<file path="src/rtl/sram_arbiter_if.sv">
// sram_arbiter_if: video read, MCU write FIFO and SRAM pin signals of the SRAM arbiter
interface sram_arbiter_if #(
  parameter int unsigned FIFO_DEPTH = 4
);
  logic                        videoReadRequest;
  logic [16:0]                 videoReadAddress;
  logic [7:0]                  videoReadData;
  logic                        videoReadValid;
  logic                        videoBusy;
  logic                        videoOverrun;
  logic                        mcuWriteValid;
  logic [16:0]                 mcuWriteAddress;
  logic [7:0]                  mcuWriteData;
  logic                        mcuWriteReady;
  logic                        mcuWriteComplete;
  logic [$clog2(FIFO_DEPTH):0] mcuFifoCount;
  logic [16:0]                 ramAddress;
  logic [7:0]                  ramDataOut;
  logic                        ramDataOutEnable;
  logic [7:0]                  ramDataIn;
  logic                        ramWriteEnable;
  logic                        ramOutputEnable;
  modport slave (
    input  videoReadRequest, videoReadAddress, mcuWriteValid, mcuWriteAddress, mcuWriteData, ramDataIn,
    output videoReadData, videoReadValid, videoBusy, videoOverrun, mcuWriteReady, mcuWriteComplete,
    output mcuFifoCount, ramAddress, ramDataOut, ramDataOutEnable, ramWriteEnable, ramOutputEnable
  );
  modport master (
    output videoReadRequest, videoReadAddress, mcuWriteValid, mcuWriteAddress, mcuWriteData, ramDataIn,
    input  videoReadData, videoReadValid, videoBusy, videoOverrun, mcuWriteReady, mcuWriteComplete,
    input  mcuFifoCount, ramAddress, ramDataOut, ramDataOutEnable, ramWriteEnable, ramOutputEnable
  );
endinterface

</file>
<file path="src/rtl/sram_arbiter.sv">
// sram_arbiter: shares one 128Kx8 SRAM between prioritised video reads and FIFO-buffered MCU writes
module sram_arbiter #(
  parameter int unsigned READ_CYCLES      = 2,
  parameter int unsigned WRITE_CYCLES     = 2,
  parameter int unsigned FIFO_DEPTH       = 4,
  parameter int unsigned MAX_VIDEO_STREAK = 8
) (
  input logic           clock,
  input logic           reset,
  sram_arbiter_if.slave bus
);
  localparam int unsigned AW = $clog2(FIFO_DEPTH);
  localparam int unsigned SW = $clog2(MAX_VIDEO_STREAK + 1);
  typedef enum logic [2:0] {IDLE, READ, WRITE_SETUP, WRITE_PULSE, WRITE_HOLD} state_t;
  state_t        state_q, state_d;
  logic [3:0]    cnt_q, cnt_d;
  logic [SW-1:0] streak_q, streak_d;
  logic [24:0]   mem_q [FIFO_DEPTH];
  logic [AW-1:0] wp_q, rp_q;
  logic [AW:0]   count_q, count_d;
  logic          busy_q, busy_d, ovr_q, ovr_d, valid_q, valid_d, cmpl_q, cmpl_d;
  logic [16:0]   rd_addr_q, rd_addr_d, addr_q, addr_d;
  logic [7:0]    rdata_q, rdata_d, dout_q, dout_d;
  logic          doe_q, doe_d, we_q, we_d, oe_q, oe_d;
  logic          empty, full, push, pop, done, accept, grant_rd;
  always_comb begin
    empty    = count_q == '0;
    full     = count_q == (AW+1)'(FIFO_DEPTH);
    push     = bus.mcuWriteValid && !full;
    done     = state_q == READ && cnt_q == '0;
    // the completing edge frees the read slot, so a request there is taken, not an overrun
    accept   = bus.videoReadRequest && (!busy_q || done);
    grant_rd = state_q == IDLE && busy_q && (streak_q < SW'(MAX_VIDEO_STREAK) || empty);
    pop      = state_q == IDLE && !grant_rd && !empty;
  end
  always_comb begin
    state_d = state_q;
    cnt_d   = cnt_q;
    case (state_q)
      IDLE: begin
        state_d = grant_rd ? READ : pop ? WRITE_SETUP : IDLE;
        cnt_d   = 4'(READ_CYCLES - 1);
      end
      READ: begin
        state_d = done ? IDLE : READ;
        cnt_d   = cnt_q - 1'b1;
      end
      WRITE_SETUP: begin
        state_d = WRITE_PULSE;
        cnt_d   = 4'(WRITE_CYCLES - 1);
      end
      WRITE_PULSE: begin
        state_d = cnt_q == '0 ? WRITE_HOLD : WRITE_PULSE;
        cnt_d   = cnt_q - 1'b1;
      end
      WRITE_HOLD: state_d = IDLE;
      default:    state_d = IDLE;
    endcase
  end
  // pin-side outputs are registered from the next state so they line up with it
  always_comb begin
    streak_d  = grant_rd ? (empty ? '0 : streak_q + 1'b1) : pop ? '0 : streak_q;
    count_d   = push && !pop ? count_q + 1'b1 : pop && !push ? count_q - 1'b1 : count_q;
    busy_d    = accept || (busy_q && !done);
    rd_addr_d = accept ? bus.videoReadAddress : rd_addr_q;
    ovr_d     = ovr_q || (bus.videoReadRequest && !accept);
    valid_d   = done;
    rdata_d   = done ? bus.ramDataIn : rdata_q;
    addr_d    = grant_rd ? rd_addr_q : pop ? mem_q[rp_q][24:8] : addr_q;
    dout_d    = pop ? mem_q[rp_q][7:0] : dout_q;
    oe_d      = state_d != READ;
    we_d      = state_d != WRITE_PULSE;
    doe_d     = state_d inside {WRITE_SETUP, WRITE_PULSE, WRITE_HOLD};
    cmpl_d    = state_d == WRITE_HOLD;
  end
  always_ff @(posedge clock) begin
    if (!reset) begin
      state_q   <= IDLE;
      cnt_q     <= '0;
      streak_q  <= '0;
      wp_q      <= '0;
      rp_q      <= '0;
      count_q   <= '0;
      busy_q    <= 1'b0;
      ovr_q     <= 1'b0;
      valid_q   <= 1'b0;
      cmpl_q    <= 1'b0;
      rd_addr_q <= '0;
      addr_q    <= '0;
      rdata_q   <= '0;
      dout_q    <= '0;
      doe_q     <= 1'b0;
      we_q      <= 1'b1;
      oe_q      <= 1'b1;
    end else begin
      state_q   <= state_d;
      cnt_q     <= cnt_d;
      streak_q  <= streak_d;
      wp_q      <= wp_q + AW'(push);
      rp_q      <= rp_q + AW'(pop);
      count_q   <= count_d;
      busy_q    <= busy_d;
      ovr_q     <= ovr_d;
      valid_q   <= valid_d;
      cmpl_q    <= cmpl_d;
      rd_addr_q <= rd_addr_d;
      addr_q    <= addr_d;
      rdata_q   <= rdata_d;
      dout_q    <= dout_d;
      doe_q     <= doe_d;
      we_q      <= we_d;
      oe_q      <= oe_d;
    end
  end
  always_ff @(posedge clock) begin
    if (push) mem_q[wp_q] <= {bus.mcuWriteAddress, bus.mcuWriteData};
  end
  assign bus.videoReadData    = rdata_q;
  assign bus.videoReadValid   = valid_q;
  assign bus.videoBusy        = busy_q;
  assign bus.videoOverrun     = ovr_q;
  assign bus.mcuWriteReady    = !full;
  assign bus.mcuWriteComplete = cmpl_q;
  assign bus.mcuFifoCount     = count_q;
  assign bus.ramAddress       = addr_q;
  assign bus.ramDataOut       = dout_q;
  assign bus.ramDataOutEnable = doe_q;
  assign bus.ramWriteEnable   = we_q;
  assign bus.ramOutputEnable  = oe_q;
endmodule

</file>
<file path="src/flat_wrapper.sv">
// flat-port wrapper written by rule: the top's interface ports become plain ports
module sram_arbiter_flat 
#(
  parameter int unsigned READ_CYCLES      = 2,
  parameter int unsigned WRITE_CYCLES     = 2,
  parameter int unsigned FIFO_DEPTH       = 4,
  parameter int unsigned MAX_VIDEO_STREAK = 8
)
  (clock, reset, bus_videoReadRequest, bus_videoReadAddress, bus_mcuWriteValid, bus_mcuWriteAddress, bus_mcuWriteData, bus_ramDataIn, bus_videoReadData, bus_videoReadValid, bus_videoBusy, bus_videoOverrun, bus_mcuWriteReady, bus_mcuWriteComplete, bus_mcuFifoCount, bus_ramAddress, bus_ramDataOut, bus_ramDataOutEnable, bus_ramWriteEnable, bus_ramOutputEnable);
  sram_arbiter_if #(.FIFO_DEPTH(FIFO_DEPTH)) bus_i ();
  input logic clock;
  input logic reset;
  input wire logic [$bits(bus_i.videoReadRequest)-1:0] bus_videoReadRequest;
  input wire logic [$bits(bus_i.videoReadAddress)-1:0] bus_videoReadAddress;
  input wire logic [$bits(bus_i.mcuWriteValid)-1:0] bus_mcuWriteValid;
  input wire logic [$bits(bus_i.mcuWriteAddress)-1:0] bus_mcuWriteAddress;
  input wire logic [$bits(bus_i.mcuWriteData)-1:0] bus_mcuWriteData;
  input wire logic [$bits(bus_i.ramDataIn)-1:0] bus_ramDataIn;
  output wire logic [$bits(bus_i.videoReadData)-1:0] bus_videoReadData;
  output wire logic [$bits(bus_i.videoReadValid)-1:0] bus_videoReadValid;
  output wire logic [$bits(bus_i.videoBusy)-1:0] bus_videoBusy;
  output wire logic [$bits(bus_i.videoOverrun)-1:0] bus_videoOverrun;
  output wire logic [$bits(bus_i.mcuWriteReady)-1:0] bus_mcuWriteReady;
  output wire logic [$bits(bus_i.mcuWriteComplete)-1:0] bus_mcuWriteComplete;
  output wire logic [$bits(bus_i.mcuFifoCount)-1:0] bus_mcuFifoCount;
  output wire logic [$bits(bus_i.ramAddress)-1:0] bus_ramAddress;
  output wire logic [$bits(bus_i.ramDataOut)-1:0] bus_ramDataOut;
  output wire logic [$bits(bus_i.ramDataOutEnable)-1:0] bus_ramDataOutEnable;
  output wire logic [$bits(bus_i.ramWriteEnable)-1:0] bus_ramWriteEnable;
  output wire logic [$bits(bus_i.ramOutputEnable)-1:0] bus_ramOutputEnable;
  assign bus_i.videoReadRequest = bus_videoReadRequest;
  assign bus_i.videoReadAddress = bus_videoReadAddress;
  assign bus_i.mcuWriteValid = bus_mcuWriteValid;
  assign bus_i.mcuWriteAddress = bus_mcuWriteAddress;
  assign bus_i.mcuWriteData = bus_mcuWriteData;
  assign bus_i.ramDataIn = bus_ramDataIn;
  assign bus_videoReadData = bus_i.videoReadData;
  assign bus_videoReadValid = bus_i.videoReadValid;
  assign bus_videoBusy = bus_i.videoBusy;
  assign bus_videoOverrun = bus_i.videoOverrun;
  assign bus_mcuWriteReady = bus_i.mcuWriteReady;
  assign bus_mcuWriteComplete = bus_i.mcuWriteComplete;
  assign bus_mcuFifoCount = bus_i.mcuFifoCount;
  assign bus_ramAddress = bus_i.ramAddress;
  assign bus_ramDataOut = bus_i.ramDataOut;
  assign bus_ramDataOutEnable = bus_i.ramDataOutEnable;
  assign bus_ramWriteEnable = bus_i.ramWriteEnable;
  assign bus_ramOutputEnable = bus_i.ramOutputEnable;
  sram_arbiter #(.READ_CYCLES(READ_CYCLES), .WRITE_CYCLES(WRITE_CYCLES), .FIFO_DEPTH(FIFO_DEPTH), .MAX_VIDEO_STREAK(MAX_VIDEO_STREAK)) u_core (.clock(clock), .reset(reset), .bus(bus_i));
endmodule
</file>
<file path="config.mk">
export PLATFORM = sky130hd
export DESIGN_NAME = sram_arbiter_flat
export DESIGN_NICKNAME = d
export VERILOG_FILES = /design/src/rtl/sram_arbiter_if.sv /design/src/rtl/sram_arbiter.sv /design/src/flat_wrapper.sv
export SDC_FILE = /design/constraint.sdc
export NUM_CORES = 1
export LEC_CHECK = 0
export ABC_AREA = 1
export BUFFER_PORTS_ARGS = -buffer_cell sky130_fd_sc_hd__buf_2
export CAP_MARGIN = 0
export CORE_MARGIN = 1.5
export CORE_UTILIZATION = 61
export CTS_CLUSTER_SIZE = 28
export DETAILED_ROUTE_END_ITERATION = 7
export GPL_ROUTABILITY_DRIVEN = 0
export MAX_ROUTING_LAYER = met4
export PLACE_DENSITY = 0.86
export SETUP_SLACK_MARGIN = 0.4
export SLEW_MARGIN = 20
export SYNTH_ARGS = -nofsm -noshare
export SYNTH_HDL_FRONTEND = slang
export SYNTH_SLANG_ARGS = --single-unit
</file>
<file path="constraint.sdc">
create_clock -name clock -period 4.2 [get_ports clock]
set_input_delay 0.42 -clock clock [delete_from_list [all_inputs] [get_ports clock]]
set_output_delay 0.42 -clock clock [all_outputs]
set_load 0.02 [all_outputs]
</file>
==> flow_summary_export.csv, run 1 <==
group,metric,value,unit
power_and_ir_drop,p_int,3.49,mW
floorplanning,die_w,111,microns
power_and_ir_drop,p_sw_share,37.1,%
global_route,busiest_layer,"met2",
clock_network,cts.sinks,175,
worst_setup_path,critPathRequiredTime,4510,ps
worst_setup_path,reg2reg_slack,1030,ps
final_layout,area_delta_synth_final,14.8,%
power_and_ir_drop,irDropWorstVdd,0.468,mV
power_and_ir_drop,p_per_area,675,nW/um^2
clock_network,clk_latency,430,ps
worst_setup_path,reg2reg_from,"u_core.state_q[2]$_SDFF_PN0_",
timing,rsz0062_at_grt,"false",
worst_setup_path,cp-end-kind,"flip-flop",
global_route,overflow,0,
synthesis,synth.distinct_cells,32,
floorplanning,coreArea,11400,sq um
final_layout,fillers,787,
worst_setup_path,crit_fanout,36,
timing,hold_viol,0,
synthesis,postSynthNetCount,798,
place,port_buffers,97,
worst_setup_path,cp-start-kind,"flip-flop",
synthesis,synth_top_family_by_area,"simple AND/OR/NAND/NOR gates",
synthesis,synth_seq_cells,175,
synthesis,synthFlopType,"edfxtp_1",
power_and_ir_drop,p_total,5.54,mW
timing,finClkSkew,8.13,ps
final_layout,multi_input_area,2180,sq um
route,drt-initial-drc-count,497,
timing,setup_violations,0,
route,drcViolationCount,0,
worst_setup_path,reg2reg_to,"u_core.bus.mcuFifoCount[2]$_SDFFE_PN0P_",
min_path,holdPathEnd,"u_core.mem_q[0][20]$_DFFE_PP_",
timing,min_period,3170,ps
clock_network,postCtsHoldBufs,0,
route,firstDrtPassIters,5,
route,vias_per_cell,5.49,
global_route,grtUsageMet2,41.3,%
clock_network,htreeDepth,4,
timing,slew_headroom,30.5,%
synthesis,seq_area_frac_synth,63.1,%
min_path,hold_class,"in2reg",
route,wl_per_cell,15.5,microns
timing,tightest_slew,1040,ps
timing,drv_slew,0,
final_layout,seq_area,4500,sq um
clock_network,clock_path_buffers,2,
route,ant_nets,0,
global_route,track_usage,25.8,%
clock_network,cts_buffers,17,
synthesis,synth_area_per_cell,9.69,sq um
floorplanning,rows,39,
timing,final.period_utilization,75.4,%
power_and_ir_drop,power_frac_comb,32.7,%
global_route,grt_pass1_wl,24.4,mm
synthesis,ys_async_sr_fraction,0,%
clock_network,cts_tree,"built",
synthesis,synth_commonest_cells,"147 x nor2_1, 100 x edfxtp_1, 94 x nand2_1",
global_route,use_met1,31.2,%
worst_setup_path,crit_arrival,3470,ps
global_route,antenna_found_initial,0,
floorplanning,dieArea,12400,sq um
timing,setup-tns-final,0,ps
synthesis,synth.most_common_cell,"nor2_1",
synthesis,synth_compound_area_share,8.69,%
global_route,grt_pass1_vias,5245,
power_and_ir_drop,power_leakage,3.51,nW
place,post-dp-hpwl,9.27,mm
floorplanning,io_pins,98,
min_path,whs_path_depth,1,
run,cap_viol_max_count,0,
timing,fmax,316,MHz
clock_network,post_cts_resized,0,
synthesis,synthXorXnorAreaFrac,0.368,%
power_and_ir_drop,netSwitchingPower,2.05,mW
floorplanning,die_height,111,microns
synthesis,synth_top_cell_by_area,"edfxtp_1",
run_status,status,"finished clean",
global_route,grt_max_degree,64,
power_and_ir_drop,power_frac_clock,25.6,%
power_and_ir_drop,seq_power_share,41.7,%
synthesis,syn_inst,737,
final_layout,nNetsFinal,879,
clock_network,clk_pin_slew,70,ps
clock_network,postCtsSetupBuffers,0,
worst_setup_path,reg2regPathDepth,12,
synthesis,ys_top_cells_by_area,"edfxtp_1 42%, dfxtp_1 21%, nor2_1 7.7%",
worst_setup_path,path_class,"reg2reg",
min_path,worstHoldStart,"bus_mcuWriteAddress[12]",
synthesis,synth_edf_count,100,
global_route,grt_util_met3,6.83,%
synthesis,synthAdderAreaFrac,1.33,%
route,totalWireLength,15.1,mm
synthesis,synth_area,7140,sq um
clock_network,root_buffer,"clkbuf_16",
synthesis,yosys_warnings,0,
synthesis,synth.area.mux_share,0,%
final_layout,n_antenna_cell,0,
final_layout,layout-drive-gt1-share,17.4,%
synthesis,synthDominantCellAreaShare,42.0,%
route,dr_total_vias,5352,
floorplanning,start_util,62.6,%
synthesis,synthSimpleGateAreaFrac,19.8,%
-- logic make-up (layout without fill, tap and decap cells) --
family	after synthesis	after routing
compound gates	117	117
xor+xnor	3	3
fa+ha+maj	7	7
buf+inv	115	209
flops	175	175
simple gates	320	320
-- per-layer routing --
layer | part of all wire (%) | up-vias
li1 | - | 2614
met1 | 42 | 2505
met2 | 49 | 203
met3 | 6.6 | 30
met4 | 1.8 | 0
met5 | 0 | -
-- registers in the layout, summed over array words and instances, names as in the netlist, 4 cells and up --
name	count
u_core.streak_q	4
u_core.cnt_q	4
u_core.bus.videoReadData	8
u_core.rd_addr_q	17
u_core.bus.ramDataOut	8
u_core.mem_q	100
u_core.bus.ramAddress	17
-- critical path, stage by stage (launching register included) --
cell and delay, ps:
dfxtp_1 350, nor2_1 140, nand2_1 120, nor2_4 370, nand2_2 380, nand2_4 450
ha_1 210, inv_1 70, fa_1 390, a21oi_1 160, o21ai_0 130, o21ai_0 200
a21oi_1 60
-- power groups by stage --
| stage | Clock (mW) | Sequential [mW] | Combinational [mW] |
|---|---|---|---|
| CTS | 1.44 | 2.30 | 1.81 |
| detailed placement | 0 | 2.34 | 1.79 |
| global route | 1.52 | 2.34 | 2.02 |
| floorplan | 0 | 2.51 | 1.16 |
| global placement | 0 | 2.32 | 1.70 |
| finish | 1.42 | 2.31 | 1.81 |
-- per-stage QoR --
step | worst slack [ps] | utilization (%) | hold WS, ps | cell area, sq um | std cells
final | 1030 | 71.8 | 200 | 8200 | 974
after global routing | 690 | 71.8 | 184 | 8200 | 974
after CTS | 1090 | 71.8 | 182 | 8200 | 974
after detailed placement | 1100 | 67.2 | 463 | 7670 | 942
after global placement | 1290 | 67.2 | 449 | 7670 | 942
after floorplan | 1080 | - | 440 | 7140 | 737
-- worst max-delay path by stage --
stage / start / to / slack (ps) / depth (start not counted)
CTS: u_core.state_q[2]$_SDFF_PN0_ / u_core.bus.mcuFifoCount[2]$_SDFFE_PN0P_ / 1090 / 12
finish: u_core.state_q[2]$_SDFF_PN0_ / u_core.bus.mcuFifoCount[2]$_SDFFE_PN0P_ / 1030 / 12
global placement: u_core.state_q[0]$_SDFF_PN0_ / u_core.bus.mcuFifoCount[2]$_SDFFE_PN0P_ / 1290 / 12
detailed placement: u_core.state_q[2]$_SDFF_PN0_ / u_core.bus.mcuFifoCount[2]$_SDFFE_PN0P_ / 1100 / 12
global route: u_core.state_q[2]$_SDFF_PN0_ / u_core.bus.mcuFifoCount[2]$_SDFFE_PN0P_ / 690 / 12
floorplan: u_core.bus.mcuFifoCount[0]$_SDFFE_PN0P_ / u_core.mem_q[0][0]$_DFFE_PP_ / 1080 / 4
-- area by class of cell --
| cell class | count | share of cell area [%] |
|---|---|---|
| clock buffers | 18 | 5.23 |
| inverters | 73 | 3.34 |
| flip-flops and latches | 175 | 54.9 |
| clock inverters | 14 | 1.25 |
| multi-input cells | 447 | 26.5 |
| repair buffers | 104 | 6.56 |
| well taps | 143 | 2.18 |
-- layout by cell type (no fill, tap or decap), types with 3 or more instances in the layout --
master	count
o21ai_0	58
nand3b_1	34
nand3_1	25
o21ai_1	5
buf_2	97
nor3_1	5
buf_4	7
nand2_2	3
nor2_1	147
nor3_2	4
clkbuf_16	17
inv_6	7
ha_1	6
dfxtp_1	75
o22ai_1	25
a21oi_1	27
inv_1	72
nand2_1	94
edfxtp_1	100
(Power assumes the default switching activity.)
==> inputs of run 2 (changes only) <==
--- a/config.mk
+++ b/config.mk
@@ -9,12 +9,12 @@
 export BUFFER_PORTS_ARGS = -buffer_cell sky130_fd_sc_hd__buf_2
 export CAP_MARGIN = 0
 export CORE_MARGIN = 1.5
-export CORE_UTILIZATION = 61
+export CORE_UTILIZATION = 52
 export CTS_CLUSTER_SIZE = 28
 export DETAILED_ROUTE_END_ITERATION = 7
 export GPL_ROUTABILITY_DRIVEN = 0
 export MAX_ROUTING_LAYER = met4
-export PLACE_DENSITY = 0.86
+export PLACE_DENSITY = 0.78
 export SETUP_SLACK_MARGIN = 0.4
 export SLEW_MARGIN = 20
 export SYNTH_ARGS = -nofsm -noshare
==> constraint.sdc (replaced) <==
create_clock -name clock -period 2.6 [get_ports clock]
set_input_delay 0.26 -clock clock [delete_from_list [all_inputs] [get_ports clock]]
set_output_delay 0.26 -clock clock [all_outputs]
set_load 0.02 [all_outputs]
==> run 2 against run 1 <==
Clock-buffer cell count unchanged. Clock skew decreased by 4.1 ps. Core utilization decreased by 8.8 points. Clock power is 68% higher. Cell count increased by 4.7%. Sequential share of layout area fell by 1.3 points. First-iteration DRC count down 23%. Power is 65% higher. Non-clock buffer count is 13 higher. Routed wire length shrank 3.9%. Largest cell class unchanged.
==> flow_summary_export.csv, run 2 (synthesized netlist as in run 1, its figures left out) <==
group,metric,value,unit
run_status,status,"finished clean",
global_route,grt_max_degree,37,
final_layout,nNetsFinal,892,
final_layout,largest_reg_flops,100,
worst_setup_path,reg2reg_slack,610,ps
timing,fmax,502,MHz
global_route,grt_pass1_vias,4769,
global_route,grt_pass1_wl,23.3,mm
timing,final.period_utilization,76.7,%
worst_setup_path,crit_arrival,2300,ps
floorplanning,dieArea,14400,sq um
run,cap_viol_max_count,0,
clock_network,cts.sinks,175,
timing,setup-tns-final,0,ps
global_route,antenna_found_initial,0,
clock_network,root_buffer,"clkbuf_16",
route,ant_nets,0,
final_layout,final_common_cell,"nor2_1",
clock_network,clk_pin_slew,60,ps
floorplanning,rows,42,
power_and_ir_drop,p_per_area,1090,nW/um^2
route,firstDrtPassIters,5,
worst_setup_path,critPathRequiredTime,2910,ps
route,drt-initial-drc-count,385,
final_layout,post-route-util,63.0,%
final_layout,regMostFlops,"u_core.mem_q",
route,totalWireLength,14.5,mm
global_route,use_met1,29.0,%
place,port_buffers,97,
global_route,grt_util_met3,4.29,%
route,vias_per_cell,5.13,
clock_network,cts_buffers,17,
final_layout,design_area,8410,sq um
place,post-dp-hpwl,9.07,mm
timing,min_period,1990,ps
final_layout,area_delta_synth_final,17.7,%
final_layout,fillers,1056,
final_layout,layout-drive-gt1-share,18.7,%
global_route,busiest_layer,"met2",
floorplanning,start_util,53.5,%
power_and_ir_drop,p_total,9.13,mW
min_path,hold_class,"in2reg",
floorplanning,die_w,120,microns
floorplanning,io_pins,98,
timing,rsz0062_at_grt,"false",
clock_network,clk_latency,420,ps
global_route,track_usage,21.3,%
worst_setup_path,crit_fanout,4,
worst_setup_path,cp-end-kind,"flip-flop",
route,drcViolationCount,0,
clock_network,htreeDepth,4,
route,dr_total_vias,5231,
timing,slew_headroom,59.3,%
clock_network,postCtsHoldBufs,0,
timing,drv_slew,0,
timing,finClkSkew,4.03,ps
global_route,grtUsageMet2,32.4,%
timing,hold_viol,0,
floorplanning,die_height,120,microns
timing,setup_violations,0,
worst_setup_path,cp-start-kind,"flip-flop",
power_and_ir_drop,power_leakage,3.58,nW
final_layout,final_cell_mix,"147 x nor2_1, 100 x edfxtp_1, 97 x buf_2",
worst_setup_path,path_class,"reg2reg",
timing,whs,51.3,ps
clock_network,cts_tree,"built",
route,wl_per_cell,14.2,microns
floorplanning,coreArea,13300,sq um
timing,tightest_slew,609,ps
global_route,overflow,0,
power_and_ir_drop,irDropWorstVdd,0.630,mV
final_layout,n_antenna_cell,0,
place,placed_area,7820,sq um
clock_network,clock_path_buffers,2,
## run 2: changes by cell type in the layout (fill, tap and decap cells not counted), moves of 2 or more
cell | previous run | this run
nor3_2 | 4 | 0
buf_4 | 7 | 20
clkinvlp_2 | 0 | 2
clkinv_2 | 2 | 4
inv_6 | 7 | 0
nor3_4 | 0 | 4
bufinv_16 | 0 | 2
## run 2: critical path: stages, from the launching register on
cell and delay [ps]:
dfxtp_1 330, nor2_1 150, nand2_1 130, nor2_4 110
nand2_2 80, nand2_4 60, ha_1 140, inv_1 60
fa_1 380, a21oi_1 140, o21ai_0 110, o21ai_0 150
a21oi_1 50
## run 2: timing repair
| item | in CTS | in global routing |
|---|---|---|
| resized for setup | 0 | 3 |
| endpoints found under the setup margin | 0 | 1 |
| setup buffers | 0 | 2 |
| endpoints found under the hold margin | 0 | 0 |
## run 2: worst paths after layout
check	startpoint	to	cells past startpoint
setup reg to reg	u_core.state_q[0]$_SDFF_PN0_	u_core.bus.mcuFifoCount[2]$_SDFFE_PN0P_	12
hold reg to reg	u_core.cnt_q[0]$_SDFFE_PN0P_	u_core.cnt_q[0]$_SDFFE_PN0P_	2
hold / removal	bus_mcuWriteData[0]	u_core.mem_q[1][0]$_DFFE_PP_	1
setup / recovery	u_core.state_q[0]$_SDFF_PN0_	u_core.bus.mcuFifoCount[2]$_SDFFE_PN0P_	12
## run 2: per-stage QoR
stage | setup WS, ps | instances
after global routing | 413 | 1020
after global placement | 497 | 986
after CTS | 467 | 1018
after floorplan | 233 | 737
final | 606 | 1020
after detailed placement | 481 | 986
## run 2: layer usage
layer | routed length, microns | part of all wire [%]
met5 | 0 | 0
met4 | 195 | 1.3
met3 | 910 | 6.3
met2 | 6580 | 45
met1 | 6780 | 47
## run 2: layout make-up
class | instances | area, sq um | share of cell area [%]
Sequential cell | 175 | 4510 | 53.6
Clock inverter | 14 | 125 | 1.49
Inverter | 73 | 274 | 3.26
Clock buffer | 18 | 429 | 5.10
Tap cell | 176 | 220 | 2.62
Timing Repair Buffer | 117 | 636 | 7.56
Multi-Input combinational cell | 447 | 2220 | 26.4
## run 2: power breakdown
group / switching, mW / internal (mW) / total, mW
registers: 0.255 / 3.46 / 3.72
logic: 1.99 / 1.03 / 3.02
clock network: 0.997 / 1.39 / 2.39
total: 3.24 / 5.88 / 9.13
==> inputs of run 3 (changes only) <==
--- a/config.mk
+++ b/config.mk
@@ -5,16 +5,16 @@
 export SDC_FILE = /design/constraint.sdc
 export NUM_CORES = 1
 export LEC_CHECK = 0
-export ABC_AREA = 1
+export ABC_AREA = 0
 export BUFFER_PORTS_ARGS = -buffer_cell sky130_fd_sc_hd__buf_2
 export CAP_MARGIN = 0
 export CORE_MARGIN = 1.5
-export CORE_UTILIZATION = 52
+export CORE_UTILIZATION = 51
 export CTS_CLUSTER_SIZE = 28
 export DETAILED_ROUTE_END_ITERATION = 7
 export GPL_ROUTABILITY_DRIVEN = 0
 export MAX_ROUTING_LAYER = met4
-export PLACE_DENSITY = 0.78
+export PLACE_DENSITY = 0.77
 export SETUP_SLACK_MARGIN = 0.4
 export SLEW_MARGIN = 20
 export SYNTH_ARGS = -nofsm -noshare
==> constraint.sdc (replaced) <==
create_clock -name clock -period 1.75 [get_ports clock]
set_input_delay 0.175 -clock clock [delete_from_list [all_inputs] [get_ports clock]]
set_output_delay 0.175 -clock clock [all_outputs]
set_load 0.02 [all_outputs]
==> run 3 against run 2 <==
The flow now finishes with violations (setup timing). Setup slack got worse by 880 ps. Fmax fell by 1.6%. Clock power rose by 50%. Power rose by 59%. Combinational power rose by 81%. Non-clock buffer count rose by 93. Via count fell by 12%. Die area fell by 5.2%. Critical path type unchanged. Highest routed layer unchanged.
==> flow_summary_export.csv, run 3 <==
group,metric,value,unit
run_status,status,"finished, violations left",
run_status,violations,"setup timing",
worst_setup_path,reg2reg_slack,-280,ps
timing,final.period_utilization,116,%
route,firstDrtPassIters,6,
timing,rsz0062_at_grt,"true",
synthesis,synthXorXnorAreaFrac,0.528,%
synthesis,ys_top_cells_by_area,"edfxtp_1 45%, dfxtp_1 23%, mux4_2 8.5%",
global_route,grt_max_degree,52,
global_route,busiest_layer,"met2",
min_path,hold_class,"in2reg",
place,post-dp-hpwl,8.90,mm
worst_setup_path,path_class,"reg2reg",
final_layout,area_delta_synth_final,43.4,%
synthesis,postSynthNetCount,541,
worst_setup_path,crit_chain,"or3_4, nand3_4, ha_4, inv_2, fa_2, xor2_1, or3_1, a21oi_2",
final_layout,nNetsFinal,745,
route,dr_total_vias,4589,
floorplanning,die_height,117,microns
worst_setup_path,reg2regPathDepth,8,
run,cap_viol_max_count,0,
synthesis,synth_compound_area_share,5.42,%
floorplanning,die_w,117,microns
synthesis,synth.distinct_cells,44,
worst_setup_path,cpPeakStageDelay,400,ps
synthesis,synth.area.mux_share,12.6,%
power_and_ir_drop,power_leakage,3.75,nW
global_route,grt_pass1_wl,23.1,mm
worst_setup_path,critical_path.top_delay_family,"simple AND/OR/NAND/NOR gates",
worst_setup_path,crit_fanout,2,
final_layout,final_common_cell,"edfxtp_1",
global_route,grt_util_met3,4.79,%
worst_setup_path,slowest_stage,"or3_4",
min_path,worstHoldStart,"bus_ramDataIn[5]",
synthesis,syn_inst,480,
floorplanning,dieArea,13700,sq um
route,totalWireLength,16.0,mm
clock_network,cts.sinks,175,
worst_setup_path,crit_end,"u_core.bus.mcuFifoCount[2]$_SDFFE_PN0P_",
timing,fmax,493,MHz
synthesis,synth_commonest_cells,"100 x edfxtp_1, 90 x nand2_1, 75 x dfxtp_1",
clock_network,cts_tree,"built",
synthesis,synth.most_common_cell,"edfxtp_1",
timing,setup_violations,19,
global_route,overflow,0,
synthesis,synth_seq_cells,175,
worst_setup_path,cp-start-kind,"flip-flop",
final_layout,n_antenna_cell,0,
global_route,use_met1,30.0,%
clock_network,clk_pin_slew,60,ps
timing,tightest_slew,424,ps
route,drt-initial-drc-count,393,
final_layout,final_cell_mix,"100 x edfxtp_1, 96 x buf_2, 68 x nand2_1",
worst_setup_path,reg2reg_to,"u_core.bus.mcuFifoCount[2]$_SDFFE_PN0P_",
floorplanning,start_util,52.3,%
route,drcViolationCount,0,
synthesis,synth_top_cell_by_area,"edfxtp_1",
timing,min_period,2030,ps
synthesis,synthDominantCellAreaShare,45.3,%
final_layout,layout-drive-gt1-share,40.7,%
synthesis,synthSimpleGateAreaFrac,9.72,%
floorplanning,io_pins,98,
clock_network,clk_latency,430,ps
route,ant_nets,0,
timing,setup-tns-final,-972,ps
synthesis,yosys_warnings,0,
worst_setup_path,startpoint,"u_core.bus.mcuFifoCount[2]$_SDFFE_PN0P_",
worst_setup_path,reg2reg_from,"u_core.bus.mcuFifoCount[2]$_SDFFE_PN0P_",
clock_network,clock_path_buffers,2,
place,port_buffers,97,
worst_setup_path,crit_arrival,2370,ps
synthesis,synth_area_per_cell,13.8,sq um
clock_network,cts_buffers,17,
worst_setup_path,crit_buf_inv,1,
timing,finClkSkew,13.3,ps
synthesis,synthFlopType,"edfxtp_1",
global_route,track_usage,24.0,%
clock_network,htreeDepth,4,
route,vias_per_cell,5.28,
timing,setup_slack,-277,ps
timing,drv_slew,0,
global_route,grtUsageMet2,38.5,%
worst_setup_path,critPathRequiredTime,2090,ps
route,wl_per_cell,18.5,microns
synthesis,ys_async_sr_fraction,0,%
timing,slew_headroom,71.5,%
floorplanning,coreArea,12700,sq um
synthesis,seq_area_frac_synth,67.9,%
clock_network,root_buffer,"clkbuf_16",
floorplanning,rows,41,
synthesis,synth_edf_count,100,
worst_setup_path,path_depth,8,
worst_setup_path,cp-end-kind,"flip-flop",
final_layout,largest_reg_flops,100,
synthesis,synthAdderAreaFrac,1.43,%
power_and_ir_drop,irDropWorstVdd,0.917,mV
synthesis,synth_area,6630,sq um
global_route,grt_pass1_vias,4376,
place,dp_slack,-246,ps
synthesis,synth_top_family_by_area,"multiplexers",
power_and_ir_drop,p_per_area,1520,nW/um^2
global_route,antenna_found_initial,0,
final_layout,regMostFlops,"u_core.mem_q",
timing,hold_viol,0,
==> run 3: worst min path at each step <==
| stage | to | slack (ps) | cells after the start |
|---|---|---|---|
| finish | u_core.bus.videoReadData[5]$_SDFFE_PN0P_ | 6 | 3 |
| floorplan | u_core.mem_q[0][0]$_DFFE_PP_ | 270 | 0 |
| global placement | u_core.mem_q[0][21]$_DFFE_PP_ | 390 | 1 |
| CTS | u_core.rd_addr_q[2]$_SDFFE_PN0P_ | 0.9 | 3 |
| detailed placement | u_core.mem_q[2][7]$_DFFE_PP_ | 390 | 1 |
| global route | u_core.rd_addr_q[2]$_SDFFE_PN0P_ | 7 | 3 |
==> run 3: power by group <==
group	leakage, nW	internal, mW	switching, mW	total [mW]
combinational	1.95	2.69	2.79	5.48
sequential	1.54	5.08	0.353	5.43
clock	0.263	2.08	1.51	3.59
==> run 3: stage by stage <==
step	util (%)	area, sq um	cells	hold slack, ps	power, mW
2_1_floorplan	-	6790	480	274	8.03
3_3_place_gp	60.5	7670	758	385	9.23
3_5_place_dp	60.5	7670	758	391	9.39
4_1_cts	72.6	9200	854	0.907	13.9
5_1_grt	75.0	9510	869	6.53	15.1
6_report	75.0	9510	869	6.27	14.5
==> run 3: logic make-up after synthesis <==
kind of cell               after synthesis
AOI/OAI and AO/OA                       63
xor gates and xnor gates                 4
adders and majority gates                7
buffers and inverters                   32
DFF                                    175
muxes                                   52
and+or+nand+nor                        147
==> run 3: what timing repair did <==
| item | 4_1_cts | 5_1_grt |
|---|---|---|
| endpoints found under the hold margin | 118 | 0 |
| endpoints found under the setup margin | 168 | 170 |
| gates cloned | 9 | 3 |
| hold buffers | 43 | 0 |
| setup buffers | 12 | 12 |
| pin swaps | 26 | 28 |
| resized for setup | 58 | 36 |
==> run 3: tightest hold or removal path: stages <==
cell and delay, ps:
buf_2 80, mux2i_1 50, nor2_1 80
==> run 3: per-layer routing <==
layer,routed length [microns],vias up
li1,-,2171
met1,6640,2254
met2,8330,143
met3,746,21
met4,327,0
met5,0,-
==> run 3: final cells by class <==
class                           count  area, sq um
Clock buffer                       20          437
Clock inverter                     12          119
Fill cell                         753         3160
Inverter                            7         31.3
Multi-Input combinational cell    273         2280
Sequential cell                   175         4530
Tap cell                          172          215
Timing Repair Buffer              210         1900
